File: src/rtl/axis_complex_frame_reader_pkg.sv
// Shared state encoding, width helpers and per-half scaling for the complex frame reader.
package axis_complex_frame_reader_pkg;

    typedef enum logic [1:0] {
        ST_IDLE  = 2'd0,
        ST_RUN   = 2'd1,
        ST_DRAIN = 2'd2
    } state_t;

    // Working width for scaling; wide enough for any sign-extended BRAM half.
    localparam int SCALE_W = 128;

    function automatic int half_width(input int w);
        return w / 2;
    endfunction

    // Arithmetic right shift, then optional clamp to a signed out_w range.
    // The caller keeps the low out_w bits, which gives plain wrap when saturate is 0.
    function automatic logic [SCALE_W-1:0] scale_half(
        input logic signed [SCALE_W-1:0] value,
        input logic [4:0]                shift,
        input int                        out_w,
        input logic                      saturate
    );
        logic signed [SCALE_W-1:0] shifted;
        logic signed [SCALE_W-1:0] one;
        logic signed [SCALE_W-1:0] max_v;
        logic signed [SCALE_W-1:0] min_v;
        one     = {{(SCALE_W-1){1'b0}}, 1'b1};
        shifted = value >>> shift;
        max_v   = (one <<< (out_w - 1)) - one;
        min_v   = -(one <<< (out_w - 1));
        if (saturate && (shifted > max_v)) begin
            shifted = max_v;
        end else if (saturate && (shifted < min_v)) begin
            shifted = min_v;
        end
        return shifted;
    endfunction

endpackage

File: src/rtl/axis_complex_skid_buffer.sv
// Output register plus one skid entry; reports how many words it currently holds.
module axis_complex_skid_buffer
    import axis_complex_frame_reader_pkg::*;
#(
    parameter int WIDTH = 33
) (
    input  logic             clk,
    input  logic             srst,
    input  logic             in_valid,
    input  logic [WIDTH-1:0] in_data,
    input  logic             out_ready,
    output logic             out_valid,
    output logic [WIDTH-1:0] out_data,
    output logic [1:0]       held
);

    logic             out_valid_q, out_valid_d;
    logic [WIDTH-1:0] out_data_q, out_data_d;
    logic             skid_valid_q, skid_valid_d;
    logic [WIDTH-1:0] skid_data_q, skid_data_d;
    logic             pop;

    assign pop = out_valid_q & out_ready;

    always_comb begin
        out_valid_d  = out_valid_q;
        out_data_d   = out_data_q;
        skid_valid_d = skid_valid_q;
        skid_data_d  = skid_data_q;
        if (!out_valid_q || pop) begin
            // A waiting skid word always goes out ahead of the arriving word.
            if (skid_valid_q) begin
                out_valid_d  = 1'b1;
                out_data_d   = skid_data_q;
                skid_valid_d = in_valid;
                if (in_valid) begin
                    skid_data_d = in_data;
                end
            end else if (in_valid) begin
                out_valid_d = 1'b1;
                out_data_d  = in_data;
            end else begin
                out_valid_d = 1'b0;
            end
        end else if (in_valid) begin
            skid_valid_d = 1'b1;
            skid_data_d  = in_data;
        end
    end

    always_ff @(posedge clk) begin
        if (srst) begin
            out_valid_q  <= 1'b0;
            out_data_q   <= '0;
            skid_valid_q <= 1'b0;
            skid_data_q  <= '0;
        end else begin
            out_valid_q  <= out_valid_d;
            out_data_q   <= out_data_d;
            skid_valid_q <= skid_valid_d;
            skid_data_q  <= skid_data_d;
        end
    end

    assign out_valid = out_valid_q;
    assign out_data  = out_data_q;
    assign held      = {1'b0, out_valid_q} + {1'b0, skid_valid_q};

endmodule

File: src/rtl/axis_complex_frame_reader.sv
// Reads one frame of wide {imag, real} sums from BRAM, scales each half by 2^-log_count and streams it out.
// Define AXIS_COMPLEX_FRAME_READER_SATURATE_EN to clamp each narrowed half instead of wrapping it.
module axis_complex_frame_reader
    import axis_complex_frame_reader_pkg::*;
#(
    parameter int AXIS_TDATA_WIDTH = 32,
    parameter int BRAM_DATA_WIDTH  = 64,
    parameter int BRAM_ADDR_WIDTH  = 32,
    parameter int FRAME_ADDR_WIDTH = 10
) (
    input  logic                        aclk,
    input  logic                        areset,
    input  logic [4:0]                  log_count,
    input  logic                        start,
    input  logic                        continuous,
    output logic                        busy,
    input  logic                        M_AXIS_tready,
    output logic [AXIS_TDATA_WIDTH-1:0] M_AXIS_tdata,
    output logic                        M_AXIS_tvalid,
    output logic                        M_AXIS_tlast,
    output logic                        bram_porta_clk,
    output logic [BRAM_ADDR_WIDTH-1:0]  bram_porta_addr,
    output logic                        bram_porta_en,
    input  logic [BRAM_DATA_WIDTH-1:0]  bram_porta_rddata
);

    localparam int AH = half_width(AXIS_TDATA_WIDTH);
    localparam int BH = half_width(BRAM_DATA_WIDTH);
    localparam int SW = AXIS_TDATA_WIDTH + 1;
`ifdef AXIS_COMPLEX_FRAME_READER_SATURATE_EN
    localparam logic SAT_EN = 1'b1;
`else
    localparam logic SAT_EN = 1'b0;
`endif

    state_t                      state_q, state_d;
    logic [FRAME_ADDR_WIDTH-1:0] addr_q, addr_d;
    logic [4:0]                  frame_shift_q, frame_shift_d;
    logic [4:0]                  rd_shift_q, rd_shift_d;
    logic                        rd_valid_q, rd_valid_d;
    logic                        rd_last_q, rd_last_d;

    logic                        issue;
    logic                        frame_end;
    logic                        pop;
    logic [1:0]                  held;
    logic [2:0]                  committed;
    logic signed [SCALE_W-1:0]   re_ext, im_ext;
    logic [AH-1:0]               cap_re, cap_im;
    logic [SW-1:0]               skid_out;

    // Words that will still be in the block after this edge, not counting a read issued now.
    assign pop       = M_AXIS_tvalid & M_AXIS_tready;
    assign committed = {1'b0, held} + {2'b0, rd_valid_q} - {2'b0, pop};
    assign issue     = (state_q == ST_RUN) && (committed < 3'd2);
    assign frame_end = issue && (addr_q == {FRAME_ADDR_WIDTH{1'b1}});

    always_comb begin
        state_d       = state_q;
        addr_d        = addr_q;
        frame_shift_d = frame_shift_q;
        rd_valid_d    = issue;
        rd_last_d     = frame_end;
        rd_shift_d    = frame_shift_q;
        case (state_q)
            ST_IDLE: begin
                if (start) begin
                    state_d       = ST_RUN;
                    addr_d        = '0;
                    frame_shift_d = log_count;
                end
            end
            ST_RUN: begin
                if (issue) begin
                    addr_d = addr_q + 1'b1;
                end
                if (frame_end) begin
                    if (continuous) begin
                        frame_shift_d = log_count;
                    end else begin
                        state_d = ST_DRAIN;
                    end
                end
            end
            ST_DRAIN: begin
                if (committed == 3'd0) begin
                    state_d = ST_IDLE;
                end
            end
            default: state_d = ST_IDLE;
        endcase
    end

    always_ff @(posedge aclk) begin
        if (areset) begin
            state_q       <= ST_IDLE;
            addr_q        <= '0;
            frame_shift_q <= '0;
            rd_shift_q    <= '0;
            rd_valid_q    <= 1'b0;
            rd_last_q     <= 1'b0;
        end else begin
            state_q       <= state_d;
            addr_q        <= addr_d;
            frame_shift_q <= frame_shift_d;
            rd_shift_q    <= rd_shift_d;
            rd_valid_q    <= rd_valid_d;
            rd_last_q     <= rd_last_d;
        end
    end

    // Each read carries the shift of the frame it belongs to, so chained frames scale independently.
    always_comb begin
        re_ext = {{(SCALE_W-BH){bram_porta_rddata[BH-1]}}, bram_porta_rddata[BH-1:0]};
        im_ext = {{(SCALE_W-BH){bram_porta_rddata[BRAM_DATA_WIDTH-1]}},
                  bram_porta_rddata[BRAM_DATA_WIDTH-1:BH]};
        cap_re = AH'(scale_half(re_ext, rd_shift_q, AH, SAT_EN));
        cap_im = AH'(scale_half(im_ext, rd_shift_q, AH, SAT_EN));
    end

    axis_complex_skid_buffer #(
        .WIDTH (SW)
    ) u_skid (
        .clk       (aclk),
        .srst      (areset),
        .in_valid  (rd_valid_q),
        .in_data   ({rd_last_q, cap_im, cap_re}),
        .out_ready (M_AXIS_tready),
        .out_valid (M_AXIS_tvalid),
        .out_data  (skid_out),
        .held      (held)
    );

    assign M_AXIS_tlast    = skid_out[SW-1];
    assign M_AXIS_tdata    = skid_out[SW-2:0];
    assign busy            = (state_q != ST_IDLE);
    assign bram_porta_clk  = aclk;
    assign bram_porta_en   = issue;
    assign bram_porta_addr = BRAM_ADDR_WIDTH'(addr_q);

endmodule
File: config.mk
export PLATFORM = sky130hd
export DESIGN_NAME = axis_complex_frame_reader
export DESIGN_NICKNAME = d
export VERILOG_FILES = /design/src/rtl/axis_complex_frame_reader_pkg.sv /design/src/rtl/axis_complex_skid_buffer.sv /design/src/rtl/axis_complex_frame_reader.sv
export SDC_FILE = /design/constraint.sdc
export NUM_CORES = 1
export LEC_CHECK = 0
export BUFFER_PORTS_ARGS = -buffer_cell sky130_fd_sc_hd__buf_2
export CAP_MARGIN = 20
export CORE_MARGIN = 2
export CORE_UTILIZATION = 60
export DETAILED_ROUTE_END_ITERATION = 16
export GPL_TIMING_DRIVEN = 0
export PLACE_DENSITY = 0.83
export SYNTH_ARGS = -nofsm -noshare
export SYNTH_HDL_FRONTEND = slang
export SYNTH_SLANG_ARGS = --single-unit
File: constraint.sdc
create_clock -name aclk -period 8.42 [get_ports aclk]
set_input_delay 0.842 -clock aclk [delete_from_list [all_inputs] [get_ports aclk]]
set_output_delay 0.842 -clock aclk [all_outputs]
set_load 0.01 [all_outputs]
* After elaboration in Yosys (flattened, before gate mapping) *
Cells that the tools add are included.

storage, ports and cells
  register bits after elaboration = 92
  latch bits = 0
  memory bits (writable) = 0
  bits in read-only memories = 0
  input port bits = 74
  word-level logic and storage cells = 64
  memories = 0

cells by class
  add/subtract/negate cells = 4
  multipliers = 0
  div/mod/pow operators = 0
  magnitude comparators = 1
  equal/unequal tests = 10
  shifts and indexed selects = 2
  muxes and demuxes = 22
  bitwise logic cells = 1
  reduce and logical (&&, ||, !) cells = 14

operators with widths
  cell                                                                           count
  33-bit two-way mux                                                             5
  32-bit by 5-bit >>> shifter with 16-bit output                                 2
  10-bit two-way mux                                                             2
  10-bit one-hot mux with 2 select lines                                         1
  5-bit two-way mux                                                              3
  2-bit != test (second input constant)                                          6
  10-bit by 1-bit adder with 10-bit output (second input constant)               1
  10-bit == test (second input constant)                                         1
  5-bit one-hot mux with 2 select lines                                          1
  2-bit two-way mux                                                              4
  4-bit AND reduction                                                            2
  2-bit nonzero test                                                             4
  2-bit one-hot mux with 3 select lines                                          1
  1-bit two-way mux                                                              5
  2-bit by 1-bit adder with 3-bit output                                         1
  3-bit zero test                                                                1
  3-bit by 2-bit less-than comparator with 1-bit output (second input constant)  1
  3-bit AND reduction                                                            1
  3-bit by 1-bit subtractor with 3-bit output                                    1
  1-bit by 1-bit adder with 2-bit output                                         1
  2-bit by 1-bit == test with 1-bit output (second input constant)               1
  2-bit == test (second input constant)                                          1
  1-bit logical AND                                                              2
  2-bit zero test                                                                1
  other kinds (5)                                                                5

* Logic depth before layout (Yosys ltp) *
  word-level depth = 8
  mapped depth = 13
  mapped depth without buffers = 11

* By module *
From an unflattened synthesis, not the netlist that was laid out.

unflattened totals
  cells, all modules = 893
  area total of the unflattened synthesis = 7,743.7 um^2

modules (own cells, without submodules)
  module                     times used  cells each  area an instance (um^2)
  axis_complex_frame_reader  1           585         4,505.6
  axis_complex_skid_buffer   1           308         3,238.1

==> results.py <==
metrics = {
    "outcome": {
        "run_status": "finished, final reports clean",
    },
    "placement": {
        "place_inst": 1103,
        "placement.io_buffers": 120,
        "placed_wire_length_estimate_um": 20600,
        "routabilityCongestion": 1.06,
    },
    "route": {
        "postRouteWirelength_um": 26900,
        "vias": 7829,
        "antenna_left": 0,
        "avgRoutedWirePerCell_um": 23.9,
        "route.detailed.vias_per_inst": 6.98,
        "firstDrtPassIters": 5,
        "detailedRoute.firstIterationViolations": 1094,
        "drcViolationCount": 0,
    },
    "yosys": {
        "post_synth_top_flop": "sky130_fd_sc_hd__dfxtp_1",
        "syn_avg_cell_area_um2": 9.50,
        "synthDominantAreaCellType": "sky130_fd_sc_hd__dfxtp_1",
        "synthArstFlopShare": 0,
        "synth_area_um2": 7540,
        "synth_cell_types": 73,
        "post_synth_edffs": 0,
        "yosysWarningCount": 0,
        "synth.top_cells.by_area": "sky130_fd_sc_hd__dfxtp_1 24%, sky130_fd_sc_hd__mux4_2 23%, sky130_fd_sc_hd__nand2_1 4.6%",
        "netlist_instances": 794,
        "netlist.area_leader.share": 0.244,
        "ys_seq_elements": 92,
        "synth_sequential_area_ratio": 0.244,
    },
    "critical_path": {
        "timing.critical_path.arrival_ns": 4.70,
        "worst-setup-path-type": "clock port to primary output",
        "worstPathMaxFanout": 2,
        "timing.critical_path.to_type": "primary output",
        "reg2regPathDepth": 13,
        "cp-start-kind": "clock port",
        "reg2reg_setup_slack_ns": 5.11,
        "worst_ep_required_time_ns": 7.58,
    },
    "die": {
        "fp-row-count": 40,
        "initial_core_util": 0.620,
        "die_h_um": 116,
        "floorplan.die_area_um2": 13500,
        "io_pins": 143,
        "chip_width_um": 116,
        "core_area_um2": 12200,
    },
    "layout": {
        "layout_commonest_cell": "sky130_fd_sc_hd__buf_2",
        "antenna_cells_inserted": 0,
        "layout-area-overhead-vs-synth_pct": 17.3,
        "finalNonFillerCells": 1122,
        "fraction_of_final_layout_cells_with_drive_strength_greater_than_1": 0.320,
        "final_cell_mix": "135 x sky130_fd_sc_hd__buf_2, 92 x sky130_fd_sc_hd__nand2_1, 92 x sky130_fd_sc_hd__dfxtp_1, 77 x sky130_fd_sc_hd__mux4_2, 56 x sky130_fd_sc_hd__a21oi_1",
        "final_net_count": 1027,
    },
    "cts": {
        "cts_tree": "built",
        "post_cts_repair_timing_setup_buffer_count": 0,
        "clk_transition_reported_paths_ns": 0.06,
        "cts_resized": 0,
        "ctsHoldBuffers": 0,
        "clkLatencyLatePin_ns": 0.46,
    },
    "timing": {
        "final_max_slew_violation_count": 0,
        "tightest_slew_ns": 0.899,
        "grt_setup_unrepaired": "no",
        "finalHoldViolations": 0,
        "setup_tns_ns": 0,
        "timing.final.setup_violations": 0,
        "fin_worst_skew_ns": 0.00900,
        "slew_headroom": 0.397,
    },
    "run": {
        "maxCapViolCount": 0,
    },
    "global_routing": {
        "first_pass_grt_wire_length_um": 41000,
        "global_router_s_overall_resource_usage": 0.404,
        "grt_antenna_before_repair": 0,
        "vias_in_the_first_global_route": 7305,
        "grt_max_degree": 18,
        "gr-total-overflow": 0,
    },
    "power": {
        "power.ir.vdd_worst_mv": 0.106,
        "power_leakage_nw": 3.47,
        "powerDensity_nw_per_um2": 151,
    },
    "min_path": {
        "worst_hold_path.num_cells": 2,
        "hold_class": "flip-flop to flip-flop",
    },
}
logic make-up (layout without fill, tap and decap cells):
logic type,Yosys count,in the layout,synth area share
adder cells (fa/ha/maj),4,4,0.00763
flip-flops,92,92,0.244
AND/OR/NAND/NOR,236,236,0.146
other,1,22,0.000497
multiplexers,129,129,0.311
buffers and inverters,109,248,0.0889
XOR/XNOR,8,8,0.00929
AO/OA/AOI/OAI,215,215,0.193
worst paths after layout:
| kind | start | to |
|---|---|---|
| setup / recovery | aclk | bram_porta_clk |
| hold / removal | u_skid.skid_data_q[6] | u_skid.skid_data_q[6] |
| setup reg to reg | u_skid.skid_valid_q | frame_shift_q[4] |
| hold reg to reg | u_skid.skid_data_q[6] | u_skid.skid_data_q[6] |
power breakdown:
part	internal (mW)	total, mW	switching [mW]	leakage, nW
Combinational	0.137	0.335	0.198	2.52
Clock	0.343	0.538	0.196	0.212
Sequential	0.450	0.458	0.00819	0.746
synthesized netlist by cell type, drive strengths merged (3+ instances only):
library cell and count:
nand3 20, o211ai 6, o22ai 13, nand4 23, a221oi 10, a2111oi 3
a311oi 4, buf 59, o221ai 16, o21ai 51, a21oi 56, mux4 80
a2bb2oi 3, mux2 13, a31oi 12, o21bai 6, dfxtp 92, nor4 3
o21a 3, nor2 49, nor2b 9, inv 10, nor3 14, clkbuf 38
a32oi 5, nand2b 9, and2 5, ha 3, a211oi 11, or2 4
nand2 92, xor2 7, mux2i 36
metrics by stage:
| step | setup slack [ns] | hold WS [ns] | power, mW | utilization | instance area [um2] |
|---|---|---|---|---|---|
| after floorplan | 3.25 | 0.431 | 0.681 | - | 7620 |
| after global placement | 3.14 | 0.441 | 0.797 | 0.693 | 8430 |
| after detailed placement | 3.14 | 0.451 | 0.800 | 0.693 | 8430 |
| after CTS | 2.87 | 0.461 | 1.32 | 0.727 | 8840 |
| after global routing | 2.87 | 0.475 | 1.37 | 0.727 | 8840 |
| final | 2.88 | 0.458 | 1.33 | 0.727 | 8840 |
sequential cells by signal, summed over array words and instances, names as in the netlist:
name,flops
u_skid.skid_data_q,33
u_skid.skid_valid_q,1
state_q,2
rd_last_q,1
u_skid.out_valid,1
u_skid.out_data,33
rd_valid_q,1
addr_q,10
frame_shift_q,5
rd_shift_q,5
worst max-delay path, stage by stage:
cell,delay [ns]
sky130_fd_sc_hd__clkbuf_16,0.12
sky130_fd_sc_hd__clkbuf_16,0.13
sky130_fd_sc_hd__buf_4,0.12
sky130_fd_sc_hd__buf_2,0.13
layer usage:
layer | wire (um) | track usage | vias to the layer above | share of wire
met1 | 10200 | 0.535 | 3667 | 0.38
met3 | 3600 | 0.133 | 114 | 0.13
met2 | 11900 | 0.601 | 699 | 0.44
met5 | 0 | 0 | - | 0
li1 | - | - | 3349 | -
met4 | 1220 | 0.197 | 0 | 0.045
area by class of cell:
type                       instances  area [um2]
timing repair buffer             119         596
multi-input combinational        614        5110
fill                             964        3320
sequential                        92        1840
tap                              168         210
clock buffer                      14         319
buffer                            97         623
inverter                          12        47.5
clock inverter                     6        97.6
Power figures use the tool's default switching activity.
